File: src/rtl/mem_arbiter.sv
`default_nettype none
// ============================================================================
//  Module   : mem_arbiter
//  Purpose  : Shares one multi-cycle main memory between the I-side and
//             D-side cache miss handlers. Refills issue a pipelined burst of
//             WORDS reads and steer the returning words (with an index) back
//             to the granted side; D-side write-through stores are performed
//             as single-cycle writes. Round-robin between the two sides when
//             both request in the same IDLE cycle.
//  Ports    : clk, rst              - clock, synchronous active-high reset
//             i_req/i_addr          - I-side refill request and miss address
//             i_grant/i_data_valid/i_done - I-side grant, word strobe, last word
//             d_req/d_wr/d_addr/d_wdata - D-side request (refill or write)
//             d_grant/d_data_valid/d_done - D-side equivalents
//             fill_word/fill_data   - index and value of the returning word
//             mem_*                 - memory command and read-return ports
//  Revision : 1.0  initial release
// ============================================================================
module mem_arbiter #(
    parameter int MEM_LAT = 4,
    parameter int WORDS   = 8
) (
    input  logic                       clk,
    input  logic                       rst,
    input  logic                       i_req,
    input  logic [15:0]                i_addr,
    output logic                       i_grant,
    output logic                       i_data_valid,
    output logic                       i_done,
    input  logic                       d_req,
    input  logic                       d_wr,
    input  logic [15:0]                d_addr,
    input  logic [15:0]                d_wdata,
    output logic                       d_grant,
    output logic                       d_data_valid,
    output logic                       d_done,
    output logic [$clog2(WORDS)-1:0]   fill_word,
    output logic [15:0]                fill_data,
    output logic [15:0]                mem_addr,
    output logic [15:0]                mem_data_out,
    output logic                       mem_enable,
    output logic                       mem_wr,
    input  logic [15:0]                mem_data_in,
    input  logic                       mem_data_valid
);

    localparam int c_IDX_W = $clog2(WORDS);
    localparam int c_CNT_W = c_IDX_W + 1;

    localparam logic [c_CNT_W-1:0] c_WORDS_CNT = c_CNT_W'(WORDS);
    localparam logic [c_IDX_W-1:0] c_LAST_IDX  = c_IDX_W'(WORDS - 1);
    // Clears the byte-in-block offset so refills start at the block boundary.
    localparam logic [15:0]        c_BLK_MASK  = ~16'(2 * WORDS - 1);

    localparam logic [1:0] c_IDLE    = 2'd0;
    localparam logic [1:0] c_I_FILL  = 2'd1;
    localparam logic [1:0] c_D_FILL  = 2'd2;
    localparam logic [1:0] c_D_WRITE = 2'd3;

    if ((WORDS < 2) || ((WORDS & (WORDS - 1)) != 0)) begin : g_check_words
        $error("mem_arbiter: WORDS must be a power of 2 and at least 2");
    end
    if (MEM_LAT < 1) begin : g_check_lat
        $error("mem_arbiter: MEM_LAT must be at least 1");
    end

    logic [1:0]          r_state;
    logic [c_CNT_W-1:0]  r_issue_cnt;
    logic [c_IDX_W-1:0]  r_recv_cnt;
    logic [15:0]         r_base;
    logic                r_last_d;

    logic w_fill;
    logic w_issue;
    logic w_recv;
    logic w_last_word;
    logic w_pick_d;

    assign w_fill      = (r_state == c_I_FILL) || (r_state == c_D_FILL);
    // issue_cnt saturates at WORDS; from then on the fill only drains returns.
    assign w_issue     = w_fill && (r_issue_cnt < c_WORDS_CNT);
    // Returns outside a fill (IDLE, D_WRITE, after a reset) are dropped here.
    assign w_recv      = w_fill && mem_data_valid;
    assign w_last_word = w_recv && (r_recv_cnt == c_LAST_IDX);
    // D wins a tie unless it won the previous arbitration.
    assign w_pick_d    = d_req && !(i_req && r_last_d);

    always_ff @(posedge clk) begin
        if (rst) begin
            r_state     <= c_IDLE;
            r_issue_cnt <= '0;
            r_recv_cnt  <= '0;
            r_base      <= '0;
            r_last_d    <= 1'b0;
        end else begin
            case (r_state)
                c_IDLE: begin
                    if (w_pick_d) begin
                        r_last_d <= 1'b1;
                        if (d_wr) begin
                            r_state <= c_D_WRITE;
                            r_base  <= d_addr;
                        end else begin
                            r_state <= c_D_FILL;
                            r_base  <= d_addr & c_BLK_MASK;
                        end
                    end else if (i_req) begin
                        r_last_d <= 1'b0;
                        r_state  <= c_I_FILL;
                        r_base   <= i_addr & c_BLK_MASK;
                    end
                end
                c_I_FILL, c_D_FILL: begin
                    if (w_issue) begin
                        r_issue_cnt <= r_issue_cnt + c_CNT_W'(1);
                    end
                    if (mem_data_valid) begin
                        if (w_last_word) begin
                            r_state     <= c_IDLE;
                            r_issue_cnt <= '0;
                            r_recv_cnt  <= '0;
                        end else begin
                            r_recv_cnt  <= r_recv_cnt + c_IDX_W'(1);
                        end
                    end
                end
                c_D_WRITE: begin
                    r_state <= c_IDLE;
                end
                default: begin
                    r_state <= c_IDLE;
                end
            endcase
        end
    end

    assign i_grant      = (r_state == c_I_FILL);
    assign d_grant      = (r_state == c_D_FILL) || (r_state == c_D_WRITE);

    assign i_data_valid = w_recv && (r_state == c_I_FILL);
    assign d_data_valid = w_recv && (r_state == c_D_FILL);
    assign i_done       = w_last_word && (r_state == c_I_FILL);
    assign d_done       = (w_last_word && (r_state == c_D_FILL)) || (r_state == c_D_WRITE);

    assign fill_word    = r_recv_cnt;
    assign fill_data    = mem_data_in;

    assign mem_enable   = w_issue || (r_state == c_D_WRITE);
    assign mem_wr       = (r_state == c_D_WRITE);
    assign mem_addr     = w_issue ? {r_base[15:c_IDX_W+1], r_issue_cnt[c_IDX_W-1:0], 1'b0} :
                          (r_state == c_D_WRITE) ? r_base : 16'h0000;
    assign mem_data_out = (r_state == c_D_WRITE) ? d_wdata : 16'h0000;

endmodule
`default_nettype wire

File: config.mk
export PLATFORM = sky130hd
export DESIGN_NAME = mem_arbiter
export DESIGN_NICKNAME = d
export VERILOG_FILES = /design/src/rtl/mem_arbiter.sv
export SDC_FILE = /design/constraint.sdc
export NUM_CORES = 1
export LEC_CHECK = 0
export BUFFER_PORTS_ARGS = -buffer_cell sky130_fd_sc_hd__buf_2
export CORE_UTILIZATION = 36
export DETAILED_ROUTE_END_ITERATION = 8
export PLACE_DENSITY = 0.78
export SLEW_MARGIN = 20
export SYNTH_ARGS = -nofsm -noshare
export SYNTH_HDL_FRONTEND = slang
export SYNTH_SLANG_ARGS = --single-unit
File: constraint.sdc
create_clock -name clk -period 1.7 [get_ports clk]
set_input_delay 0.34 -clock clk [delete_from_list [all_inputs] [get_ports clk]]
set_output_delay 0.34 -clock clk [all_outputs]
set_load 0.02 [all_outputs]
== Word-level counts from Yosys, hierarchy flattened ==
Index checks and enable logic that the tools add are counted.

* $add $sub $neg: 2
* Magnitude comparators: 1
* Equality and inequality tests: 7
* Muxes and demuxes: 18
* Reduce and logical (&&, ||, !) cells: 20

{| class="wikitable"
|+ Operators with widths
! cell !! count
|-
| 16-bit 2-to-1 mux || 5
|-
| 4-bit 2-to-1 mux || 4
|-
| 1-bit logical AND || 9
|-
| 2-bit 2-to-1 mux || 4
|-
| 2-bit case mux with 3 select lines || 1
|-
| 4-bit by 1-bit adder with 4-bit output, second input constant || 1
|-
| 2-bit == test, second input constant || 2
|-
| 1-bit logical OR || 4
|-
| 4-bit < comparator, second input constant || 1
|-
| 2-bit != test, second input constant || 2
|-
| 2-bit AND reduction || 2
|-
| 3-bit by 1-bit adder with 3-bit output, second input constant || 1
|-
| 3-bit == test, second input constant || 1
|-
| 1-bit 2-to-1 mux || 3
|-
| 3-bit 2-to-1 mux || 1
|-
| 3-bit != test, second input constant || 1
|-
| 3-bit AND reduction || 1
|-
| 2-bit by 1-bit == test with 1-bit output, second input constant || 1
|-
| 2-bit zero test || 1
|-
| 2-bit nonzero test || 1
|-
| 2-bit OR reduction || 1
|-
| 1-bit zero test || 1
|}

* Bits in registers: 26
* Output and inout port bits: 59
* Logic and storage cells: 53

== Logic depth before layout (Yosys ltp) ==
Gate-level depths: netlist of the first run.

* Word-level depth: 7
* Gate-level depth with buffers: 7
* Depth with buffers taken out: 5

== Worst setup path before layout of the first run ==
No wires, ideal clock.

* Kind: flip-flop to output port
* Start point: register r_state[0]
* End point: output mem_addr[10]
* Arrival time: 1.572 ns
* Slack: -0.212 ns
* Stages on the path, launching flop included: 8
* Buffers on the path: 2
* Path through: dfxtp_1 > inv_1 > ha_1 > nor2b_1 > buf_2 > nor2_1 > buf_2 > nor2b_1

* Word-level cells in the longest chain between the ends: 4

{| class="wikitable"
|+ RTL lines
! element !! line !! RTL
|-
| from (decl) || 67 || <nowiki>logic [1:0] r_state;</nowiki>
|-
| from (signal assigned) || 90 || <nowiki>r_state <= c_IDLE;</nowiki>
|-
| from (signal assigned) || 101 || <nowiki>r_state <= c_D_WRITE;</nowiki>
|-
| from (signal assigned) || 104 || <nowiki>r_state <= c_D_FILL;</nowiki>
|-
| 2-bit by 1-bit == test with 1-bit output or 2-bit == test (tied branches) || 79 || <nowiki>assign w_fill = (r_state == c_I_FILL) || (r_state == c_D_FILL);</nowiki>
|-
| 1-bit logical OR || 79 ||
|-
| 1-bit logical AND || 81 || <nowiki>assign w_issue = w_fill && (r_issue_cnt < c_WORDS_CNT);</nowiki>
|-
| 16-bit 2-to-1 mux (*) || 150 || <nowiki>assign mem_addr = w_issue ? {r_base[15:c_IDX_W+1], r_issue_cnt[c_IDX_W-1:0], 1'b0} :</nowiki>
|-
| to (decl) || 39 || <nowiki>output logic [15:0] mem_addr,</nowiki>
|}

Every way passes the cells marked *; elsewhere a longest branch is shown, timed or not.

== Worst setup path after layout of the first run ==
* Start point: register r_state[1]
* End point: output mem_addr[5]

The elaborated chain is that of the path after synthesis.

==> results.txt, run 1 <==
The flow ran to the end, but the final reports show violations. The final reports fail on negative setup slack. The layer flagged by global routing as most heavily used is met2. The horizontal die dimension came out at 69.86 um. The total routing resource utilization after global routing is 0.2066.

After layout, the worst setup slack is -0.2386 ns. The kind of path behind the tightest hold check is in -> reg. The number of hold violations in the final report came out at 0. The arrival time reported for the critical path endpoint came out at 1.60 ns. The count of nets left with antenna violations once routing finished came out at 0. During I/O placement, the number of pins put on the boundary was 129.

The routing usage on met2 came out at 0.3835. The count of placed standard cells in the final layout, fillers left out came out at 347. The number of synthesized register bits came out at 26. The fraction of synthesized cell area in xor and xnor cells is 0.01585. The clock insertion delay at the later pin of the skew report came out at 0.27 ns.

Of the post-synthesis cell area, the dominant cell type holds 0.3140. Of the total synthesized cell area, the portion taken by AND, OR, NAND and NOR gates is 0.2536. The global-route met3 utilization is 0.03030. The total setup violations reported at the end of the flow is 37. In the final routed layout, each cell accounts on average for 15.07 um. The root buffer cell chosen for the clock tree is clkbuf_8. The maximum clock insertion buffer count came out at 2. The type of the worst setup path is reg -> out.

The sum of net half-perimeters after detailed placement came out at 3280 um. The critical path goes through inv_2, ha_4, nor2b_4, nor2_4, buf_12, nor2b_1, buf_4. The part of the Yosys area used for sequential elements came out at 0.3140. The worst register-to-register path has a depth of 9. The fraction of registers with async set/reset came out at 0. For the pin with the worst max-slew slack, the measured transition is 0.8315 ns.

The via count of the first global-routing pass is 1794. Power spread over the standard cell area amounts to 1696 mW/mm^2. The worst vdd rail ir drop is 874.3 uV.

In this run, CTS created clock tree buffers numbering 3. For this design, the sink count on the clock tree is 26. In this run the core area contains 24 standard-cell rows. The synthesis-to-layout area growth came out at 68.00%. The maximum clock rate is 515.8 MHz. The initial standard-cell utilization of the core came out at 0.3781. For this run, the leading register cell type out of synthesis is dfxtp_1. The worst stage delay on the critical path is 0.35 ns.

After synthesis, the largest family of logic cells by area is simple AND/OR/NAND/NOR gates. The worst hold path startpoint is i_addr[10]. The overall die height came out at 69.86 um. The net count of the mapped netlist came out at 280. The hold path depth is 3. The launch point of the worst reg-to-reg path is r_state[1]$_SDFFE_PP0P_.

The final weighted congestion of routability-driven global placement is 0.7531. The utilization of the core after routing is 0.6353. The number of antenna violations at the first check in global routing is 0.

The count of routing violations after the opening detailed-route iteration is 63. In the finished design, the share of the clock period the worst path needs comes to 1.140. The die covers 0.004880 mm^2.

TritonCTS built the clock tree. The register-to-register setup slack is 0.12 ns. The total length of routed wires came out at 5230 um. The total number of vias came out at 1777. The maximum fanout along the worst path came out at 7. The slowest stage of the critical path is the dfxtp_2 cell. The smallest clock period supported by the final layout is computed as 1.939 ns. The biggest area contributor in the post-synthesis netlist is dfxtp_1.

The arithmetic-cell share of the synthesized area counting full adders, half adders and majority gates is 0.05283. STA classifies the critical path startpoint as a flop. The post-synthesis cell type count came out at 36. The fill cell instance count of the final layout is 355. The routed via count divided by cell count came out at 5.121.

Setup repair after global routing could not meet its margin everywhere. By area the synthesized netlist is led by dfxtp_1 31%, buf_4 7.2%, and2_1 6.8%. Prior to clock tree synthesis, the placed netlist has a worst setup slack of -0.06110 ns. The post-synthesis compound-gate area fraction was 0.2355.

The first detailed-routing pass ran for 4 iterations. Clock-pin slew was measured on the worst setup and hold paths at 0.09 ns. The fraction of synthesized area in multiplexers is 0.006038.

The global routing met1 resource utilization came out at 0.2482. The post-route DRC violation count is 0. In this run the critical register-to-register path is captured at r_issue_cnt[2]$_SDFFE_PP0N_.

The post-synthesis cell count came out at 203. Summing all placed instances gives a cell area of 0.002100 mm^2. The capture endpoint of the worst hold path is r_base[10]$_SDFFE_PP0P_.

The final net count came out at 373. The number of enable-type register cells in the synthesized netlist came out at 0. The ratio of cells with drive above 1 in the final layout is 0.6169.

The level count of the clock H-tree is 1. The number of buffer cells added on primary ports came out at 92. The area of the mapped netlist is 0.001658 mm^2. The kind of cell adding the most delay to the critical path is buffers and inverters.

For this design the static power due to leakage is 0.001275 uW. The critical path buffer and inverter count came out at 3. The count of maximum capacitance violations came out at 0. The worst setup skew after layout came out at 0.001507 ns.

The type of element capturing the critical path is an output port. The cell count after placement came out at 327. The repair_antennas step left the layout with diodes totalling 0. The required time of the critical path came out at 1.36 ns. The finished layout cell area is 0.002785 mm^2.

The headroom to the max-slew limit came out at 0.4456. The overflow left after global routing came out at 0. The maximum number of pins on one net before global-route repair came out at 22. After synthesis, the mean cell area works out to 8.167 um^2.

The final number of max-transition violations came out at 0. The area of the core region is 0.004384 mm^2. The yosys synthesis warning count is 0. The wire length of the first global-routing pass is 8286 um.
[area by class of cell]
| type | count | area [um^2] | area share |
|---|---|---|---|
| Multi-Input combinational cell | 145 | 1124 | 0.4034 |
| Timing Repair Buffer | 117 | 989.7 | 0.3553 |
| Sequential cell | 26 | 524.3 | 0.1882 |
| Tap cell | 52 | 65.06 | 0.02336 |
| Clock buffer | 3 | 41.29 | 0.01482 |
| Clock inverter | 1 | 30.03 | 0.01078 |
| Inverter | 3 | 11.26 | 0.004043 |
[tightest hold or removal path: cells and delay by family]
kind	cells	cell delay [ns]
buffers and inverters	1	0.09
AOI/OAI and AO/OA	1	0.05
and+or+nand+nor	1	0.04
[logic make-up after synthesis]
family	after synthesis
buffers and inverters	32
adder cells (fa/ha/maj)	7
XOR/XNOR	3
AND/OR/NAND/NOR	85
AO/OA/AOI/OAI	49
multiplexers	1
flip-flops	26
[per-layer routing]
layer  wire, um  vias to the layer above
met5          0                        -
met4         57                        0
met3        302                        8
met2       2713                       73
met1       2156                      839
li1           -                      857
[power breakdown]
group,switching (uW),internal (uW),total (uW)
clock,204,315,519
sequential,124,803,927
combinational,1620,1660,3280
total,1950,2780,4720
[metrics by stage]
| step | TNS (ns) | hold slack, ns | total power [uW] |
|---|---|---|---|
| after detailed placement | -0.7505 | 0.4775 | 3070 |
| after global placement | -0.4719 | 0.4647 | 3027 |
| after floorplan | -1.628 | 0.4536 | 2499 |
| after global routing | -7.399 | 0.3137 | 4990 |
| after CTS | -6.130 | 0.2977 | 4446 |
| final | -6.005 | 0.3008 | 4724 |
[worst max path at each step]
stage	startpoint	to	slack, ns	cells past startpoint
finish	r_state[1]$_SDFFE_PP0P_	mem_addr[5]	-0.24	7
global route	r_state[1]$_SDFFE_PP0P_	mem_addr[5]	-0.28	7
CTS	r_state[1]$_SDFFE_PP0P_	mem_addr[4]	-0.22	7
detailed placement	r_state[0]$_SDFFE_PP0P_	mem_addr[6]	-0.06	7
global placement	r_state[0]$_SDFFE_PP0P_	mem_addr[15]	-0.04	7
floorplan	r_state[0]$_SDFFE_PP0P_	mem_enable	-0.13	7
[state kept, by name (all words and copies together) (netlist names)]
register and cells:
r_issue_cnt 4, r_base 16, r_state 2, fill_word 3, r_last_d 1
[cell usage in the layout (no fill, tap or decap), drive strengths merged, types with 2 or more instances in the layout]
cell,n
buf,116
dfxtp,26
nor2,23
nand2,22
and2,18
a21oi,17
nor2b,14
a211oi,12
ha,7
o21ai,6
a32oi,4
clkbuf,4
nand3,3
inv,3
a21bo,2
xor2,2
a21boi,2
[Yosys cell counts (6+ instances only)]
library cell / number
a211oi_1: 6
a211oi_2: 6
a21oi_1: 12
and2_1: 18
buf_2: 6
buf_4: 16
dfxtp_1: 26
ha_1: 7
nand2_1: 22
nor2_1: 23
nor2b_1: 14
[repair_timing]
action                     in CTS  in global routing
setup endpoints to repair      37                 38
hold buffers                    0                  0
gates resized for setup       113                 19
pin swaps                       5                  2
cloned                          3                  0
setup buffers                   7                  7
Note: power is estimated with default switching activity, not from simulation.
==> run 2: changes to the inputs <==
==> constraint.sdc (replaced) <==
create_clock -name clk -period 1.7 [get_ports clk]
set_input_delay 0.085 -clock clk [delete_from_list [all_inputs] [get_ports clk]]
set_output_delay 0.085 -clock clk [all_outputs]
set_load 0.02 [all_outputs]
==> results.txt, run 2 (same netlist as run 1, synthesis figures left out) <==
The run finished with clean final reports. The routed via count divided by cell count is 4.845 (-5.4%). The clock period minus worst slack is 1.677 ns (-0.2612 ns). The final period utilization is 0.9867 (-0.1537). The type of origin of the critical path is a flop. The power density of the placed cells came out at 1678 mW/mm^2 (-1.1%).

The synthesis-to-layout area growth is 37.36%. The number of routed nets with antenna violations came out at 0 (unchanged). The number of clock sinks came out at 26 (unchanged). The number of buffer cells added on primary ports is 92 (unchanged). The type of element capturing the critical path is an output port. In the layout the commonest cells are 78 x buf_2, 24 x dfxtp_1, 22 x nor2_1, 22 x buf_4, 20 x nand2_1.

The initial standard-cell utilization of the core is 0.3781 (unchanged). The largest individual stage delay along the critical path comes from the cell dfxtp_2. The wire length of the first global-routing pass is 6734 um (-19%). The total number of vias came out at 1623 (-8.7%). The headroom to the max-slew limit is 0.4673 (+0.02168).

The number of flip-flops in the largest register is 16 (unchanged). The worst setup path is of the reg -> out kind. The final weighted congestion of routability-driven global placement came to 0.7906 (+5.0%). The total length of routed wires is 4114 um (-21%). The final number of max-transition violations was 0 (unchanged). The overflow left after global routing is 0 (unchanged). The minimum setup slack in the final design is 0.02267 ns (+0.2612 ns). The maximum clock rate is 596.2 MHz (+16%). The count of maximum capacitance violations came to 0 (unchanged). Setup repair after global routing could not meet its margin everywhere. The accumulated negative setup slack came out at 0 ns (+6.005 ns). The level count of the clock H-tree came out at 1 (unchanged). The register ranked first by flip-flop count is r_base.

The sum of net half-perimeters after detailed placement came to 2947 um (-10%). Leaving out fill and tap cells, the most frequent cell in the layout is buf_2. The hold buffer count at CTS came to 0 (unchanged).

The total setup violations reported at the end of the flow came out at 0 (-100%). The number of diodes added for antenna fixing came out at 0 (unchanged). The via count of the first global-routing pass is 1467 (-18%). In this design, the critical path's most frequently occurring cell is buf_6.

The total number of placement rows was 24 (unchanged). The top-level I/O count came out at 129 (unchanged). The number of search-and-repair iterations in the first detailed-routing pass came out at 4 (unchanged).

The ratio of cells with drive above 1 in the final layout is 0.5053 (-0.1116). CTS placed an instance of clkbuf_8 at the clock tree root. The maximum fanout along the worst path came out at 7 (unchanged). The clock slew at the register clock pins of the worst setup and hold paths came to 0.09 ns (about the same). The required time of the critical path is 1.62 ns (+0.26 ns).

The area of the core region came to 0.004384 mm^2 (unchanged). The final net count came out at 361 (-3.2%). The routed length per placed instance was 12.28 um (-19%). The total routing resource utilization after global routing came out at 0.1647 (-0.04191). The number of hold violations in the final report is 0 (unchanged). The worst-margin pin slew is 0.7990 ns (-0.03251 ns).

The setup slack after placement is 0.1348 ns (+0.1959 ns). The post-route DRC violation count is 0 (unchanged). The arrival time reported for the critical path endpoint came to 1.59 ns (about the same). The horizontal die dimension is 69.86 um (unchanged).

The floorplan die area came out at 0.004880 mm^2 (unchanged). TritonCTS built the clock tree. The maximum number of pins on one net before global-route repair came out at 22 (unchanged).

The count of routing violations after the opening detailed-route iteration is 47 (-25%). The worst stage delay on the critical path came to 0.36 ns (about the same). The worst vdd rail ir drop is 988.0 uV (+13%).

The clock insertion delay at the later pin of the skew report came to 0.27 ns (about the same). The total clock buffers created by CTS is 3 (unchanged). The overall die height came to 69.86 um (unchanged). Walking the worst path, the cells encountered are inv_2, ha_4, nor2b_4, nor2_4, buf_6, nor2b_2, buf_6. The number of antenna violations at the first check in global routing was 0 (unchanged). The path class of the tightest hold or removal check is in -> reg.

The maximum clock insertion buffer count is 2 (unchanged). The worst setup skew after layout was 0.004911 ns (+0.003404 ns). The leakage component of the power is 0.001126 uW (-12%).
[run 2: cell types whose count changed in the layout (fill, tap and decap cells not counted), moves of 6 or more]
cell,before,now
nor2b_1,2,8
buf_2,55,78
and2_1,2,18
nor2b_4,8,2
and2_4,16,0
buf_6,39,5
buf_4,15,22
[run 2: report_power, final]
part	total, uW	internal, uW	switching (uW)	leakage, uW
logic	2390	1070	1310	0.000876
registers	922	800	122	0.000215
clock network	513	315	198	0.0000357
[run 2: path summary, 6_finish.rpt]
check | slack, ns | to | from | depth (start not counted)
max | 0.02 | mem_addr[9] | r_state[1]$_SDFFE_PP0P_ | 7
min | 0.05 | r_base[8]$_SDFFE_PP0P_ | i_addr[8] | 3
max reg2reg | 0.30 | r_state[0]$_SDFFE_PP0P_ | r_state[1]$_SDFFE_PP0P_ | 6
min reg2reg | 0.49 | fill_word[1]$_SDFFE_PP0P_ | fill_word[1]$_SDFFE_PP0P_ | 2
[run 2: final cells by class]
class                   count  area (um^2)
clock buffers               3        41.29
clock inverters             1        30.03
fillers                   424         2107
inverters                   3        11.26
multi-input cells         145        994.7
flip-flops and latches     26        523.0
well taps                  52        65.06
repair buffers            105        611.8
[run 2: worst max-delay path, delay by kind of cell (launching register included)]
| kind | cells | cell delay [ns] |
|---|---|---|
| AND/OR/NAND/NOR | 3 | 0.37 |
| flip-flops | 1 | 0.36 |
| buffers and inverters | 3 | 0.32 |
| adder cells (fa/ha/maj) | 1 | 0.26 |
[run 2: timing repair]
item	CTS	global route
cloned	1	0
resized for setup	19	23
pin swaps	1	2
setup endpoints to repair	17	16
buffers inserted	2	3
[run 2: metrics by stage]
| step | hold slack (ns) | instances | utilization | instance area, um^2 | power [uW] |
|---|---|---|---|---|---|
| 6_report | 0.05328 | 335 | 0.5194 | 2277 | 3821 |
| 5_1_grt | 0.06145 | 335 | 0.5194 | 2277 | 4103 |
| 4_1_cts | 0.04703 | 332 | 0.4997 | 2191 | 3655 |
| 3_5_place_dp | 0.1701 | 325 | 0.4663 | 2044 | 2877 |
| 3_3_place_gp | 0.1701 | 325 | 0.4663 | 2044 | 2833 |
| 2_1_floorplan | 0.2260 | 203 | - | 1658 | 2389 |
[run 2: per-layer routing]
layer / GRT usage / up-vias / wire [um]
met5: 0 / - / 0
met4: 0.006667 / 0 / 7
met3: 0.04040 / 2 / 236
met2: 0.2885 / 49 / 2027
met1: 0.2152 / 740 / 1843
li1: - / 832 / -
==> run 3: changes to the inputs <==
--- a/config.mk
+++ b/config.mk
@@ -8,6 +8,7 @@
 export BUFFER_PORTS_ARGS = -buffer_cell sky130_fd_sc_hd__buf_2
 export CORE_UTILIZATION = 36
 export DETAILED_ROUTE_END_ITERATION = 8
+export GPL_TIMING_DRIVEN = 0
 export PLACE_DENSITY = 0.78
 export SLEW_MARGIN = 20
 export SYNTH_ARGS = -nofsm -noshare
==> results.txt, run 3 (same netlist as run 1, synthesis figures left out) <==
The run finished, with violations left. The checks that failed: negative setup slack. The fill cell instance count of the final layout is 413 (-2.6%). The top-level I/O count came out at 129 (unchanged). The total routing resource utilization after global routing came to 0.1741 (+0.009400). Clock tree synthesis selected as its root buffer the cell clkbuf_8.

The required time of the critical path is 1.62 ns (about the same). The number of search-and-repair iterations in the first detailed-routing pass came out at 4 (unchanged). The number of hold violations in the final report is 0 (unchanged). The number of buffer cells added on primary ports is 106 (+15%). The total net switching power was 1714 uW (+5.0%). The wire length of the first global-routing pass came out at 7010 um (+4.1%). The total number of placement rows is 24 (unchanged). The worst vdd rail ir drop came out at 895.0 uV (-9.4%). The worst setup skew after layout is 0.001687 ns (-0.003224 ns). The overflow left after global routing came out at 0 (unchanged). Relative to the synthesized area, the layout overhead comes to 50.19%.

The maximum clock rate was 567.0 MHz (-4.9%). The maximum number of pins on one net before global-route repair came out at 15 (-32%). The clock insertion delay at the later pin of the skew report came out at 0.27 ns (about the same). The maximum clock insertion buffer count is 2 (unchanged).

The total setup violations reported at the end of the flow was 12 (+12). Leaving out fill and tap cells, the most frequent cells in the layout are 96 x buf_2, 31 x buf_4, 24 x dfxtp_1. The post-route DRC violation count is 0 (unchanged). The final weighted congestion of routability-driven global placement is 0.7925 (+0.24%).

The clock period minus worst slack came out at 1.764 ns (+0.08622 ns). The clock slew at the register clock pins of the worst setup and hold paths came out at 0.09 ns (about the same). The cell count after placement is 361 (+11%). The setup slack after placement came out at -0.2444 ns (-0.3792 ns).

The maximum fanout along the worst path came out at 6 (-1). The ratio of cells with drive above 1 in the final layout came to 0.5423 (+0.03702). The total length of routed wires came to 4376 um (+6.4%). The area taken by multi-input logic gates came out at 997.2 um^2 (+0.25%). The floorplan die area was 0.004880 mm^2 (unchanged). The number of flip-flops in the largest register came to 16 (unchanged). The register area is 525.5 um^2 (+0.48%). By startpoint and endpoint, the worst setup path is classified as reg -> out. The type of element capturing the critical path is an output port. After global routing, the most crowded layer is met2. The initial standard-cell utilization of the core came out at 0.3781 (unchanged). The minimum setup slack in the final design came out at -0.06355 ns (-0.08622 ns). The total number of vias is 1766 (+8.8%). STA classifies the critical path startpoint as a flop.

The number of antenna violations at the first check in global routing came out at 0 (unchanged). The area of the core region came out at 0.004384 mm^2 (unchanged). The arrival time reported for the critical path endpoint is 1.68 ns (+0.09 ns). The routed via count divided by cell count is 4.760 (-1.7%).

The count of maximum capacitance violations is 0 (unchanged). The final period utilization came out at 1.037 (+0.05072). Setup repair after global routing could not meet its margin everywhere. The number of diodes added for antenna fixing was 0 (unchanged).

The worst-margin pin slew was 0.5390 ns (-0.2600 ns). The headroom to the max-slew limit came to 0.6407 (+0.1734). The power density of the placed cells came to 1578 mW/mm^2 (-6.0%). The horizontal die dimension came out at 69.86 um (unchanged). The total clock buffers created by CTS is 3 (unchanged). The power share of the combinational group came to 0.660 (+0.035). The count of placed standard cells in the final layout, fillers left out came out at 371 (+11%).

The relative contribution of sequential cells to total power was 0.236 (-0.005). The level count of the clock H-tree came out at 1 (unchanged). The min-delay analysis places its worst path in the category in -> reg. The leakage component of the power was 0.001270 uW (+13%).

The routed length per placed instance is 11.80 um (-4.0%). The final net count was 397 (+10%). The hold buffer count at CTS is 0 (unchanged). The count of routing violations after the opening detailed-route iteration was 58 (+23%). The overall die height is 69.86 um (unchanged). The register ranked first by flip-flop count is r_base. The library cell used most frequently in the layout, excluding fill and tap cells, is buf_2. The cell internal power dissipation is 2215 uW (+1.2%). The number of routed nets with antenna violations is 0 (unchanged). The global routing met1 resource utilization was 0.2162 (+0.0009696). The final number of max-transition violations came out at 0 (unchanged). TritonCTS built the clock tree. The number of clock sinks came out at 26 (unchanged). The routing usage on met2 came out at 0.3109 (+0.02244). The sum of net half-perimeters after detailed placement is 3326 um (+13%). The via count of the first global-routing pass came out at 1557 (+6.1%).

The clock share of power came out at 0.104 (-0.030). The global-route met3 utilization came out at 0.05339 (+0.01299). The switching part of the total came out at 0.4362 (+0.008884).
==> run 3: area by class of cell <==
cell class              count  area share
multi-input cells         145      0.4005
well taps                  52     0.02613
flip-flops and latches     26      0.2111
clock buffers               4     0.02211
repair buffers            113      0.2573
inverters                   3    0.004523
plain buffers              28     0.07839
==> run 3: metrics by stage <==
step	total power, uW	util	TNS (ns)	hold slack, ns	area (um^2)
after global routing	4212	0.5679	-1.640	0.05651	2490
final	3929	0.5679	-0.3390	0.04564	2490
after CTS	3785	0.5528	-1.294	0.04480	2424
after detailed placement	2938	0.5140	-2.357	0.3368	2253
after global placement	2879	0.5140	-2.066	0.3334	2253
after floorplan	2389	-	0	0.2260	1658
==> run 3: final timing paths <==
kind | start | to | slack [ns] | cells past startpoint
worst max register to register | r_state[0]$_SDFFE_PP0P_ | r_state[0]$_SDFFE_PP0P_ | 0.21 | 6
worst min-delay path | i_addr[6] | r_base[6]$_SDFFE_PP0P_ | 0.05 | 3
worst min register to register | fill_word[1]$_SDFFE_PP0P_ | fill_word[1]$_SDFFE_PP0P_ | 0.49 | 2
worst max-delay path | r_state[0]$_SDFFE_PP0P_ | mem_addr[9] | -0.06 | 7
==> run 3: power groups by stage <==
stage,Combinational [uW],Clock [uW],Sequential (uW)
global route,2820,440,956
finish,2590,407,929
floorplan,1470,0,917
detailed placement,2020,0,921
global placement,1960,0,915
CTS,2460,413,917
==> run 3: per-layer routing <==
| layer | vias to the layer above | routed length, um | part of all wire |
|---|---|---|---|
| met4 | 0 | 0 | 0 |
| met1 | 800 | 1914 | 0.44 |
| met5 | - | 0 | 0 |
| met2 | 63 | 2162 | 0.49 |
| li1 | 903 | - | - |
| met3 | 0 | 299 | 0.068 |
==> run 3: critical path, cell delays in order (launching register included) <==
cell and delay [ns]:
dfxtp_4 0.37, inv_2 0.05, ha_4 0.26, nor2b_4 0.21, nor2_4 0.07, buf_6 0.15
nor2b_1 0.12, buf_4 0.16
==> run 3: timing repair <==
action | in CTS | in global routing
hold endpoints to repair | 0 | 0
gates cloned | 1 | 0
endpoints found under the setup margin | 17 | 27
pin swaps | 2 | 1
buffers inserted | 6 | 0
resized for setup | 25 | 22
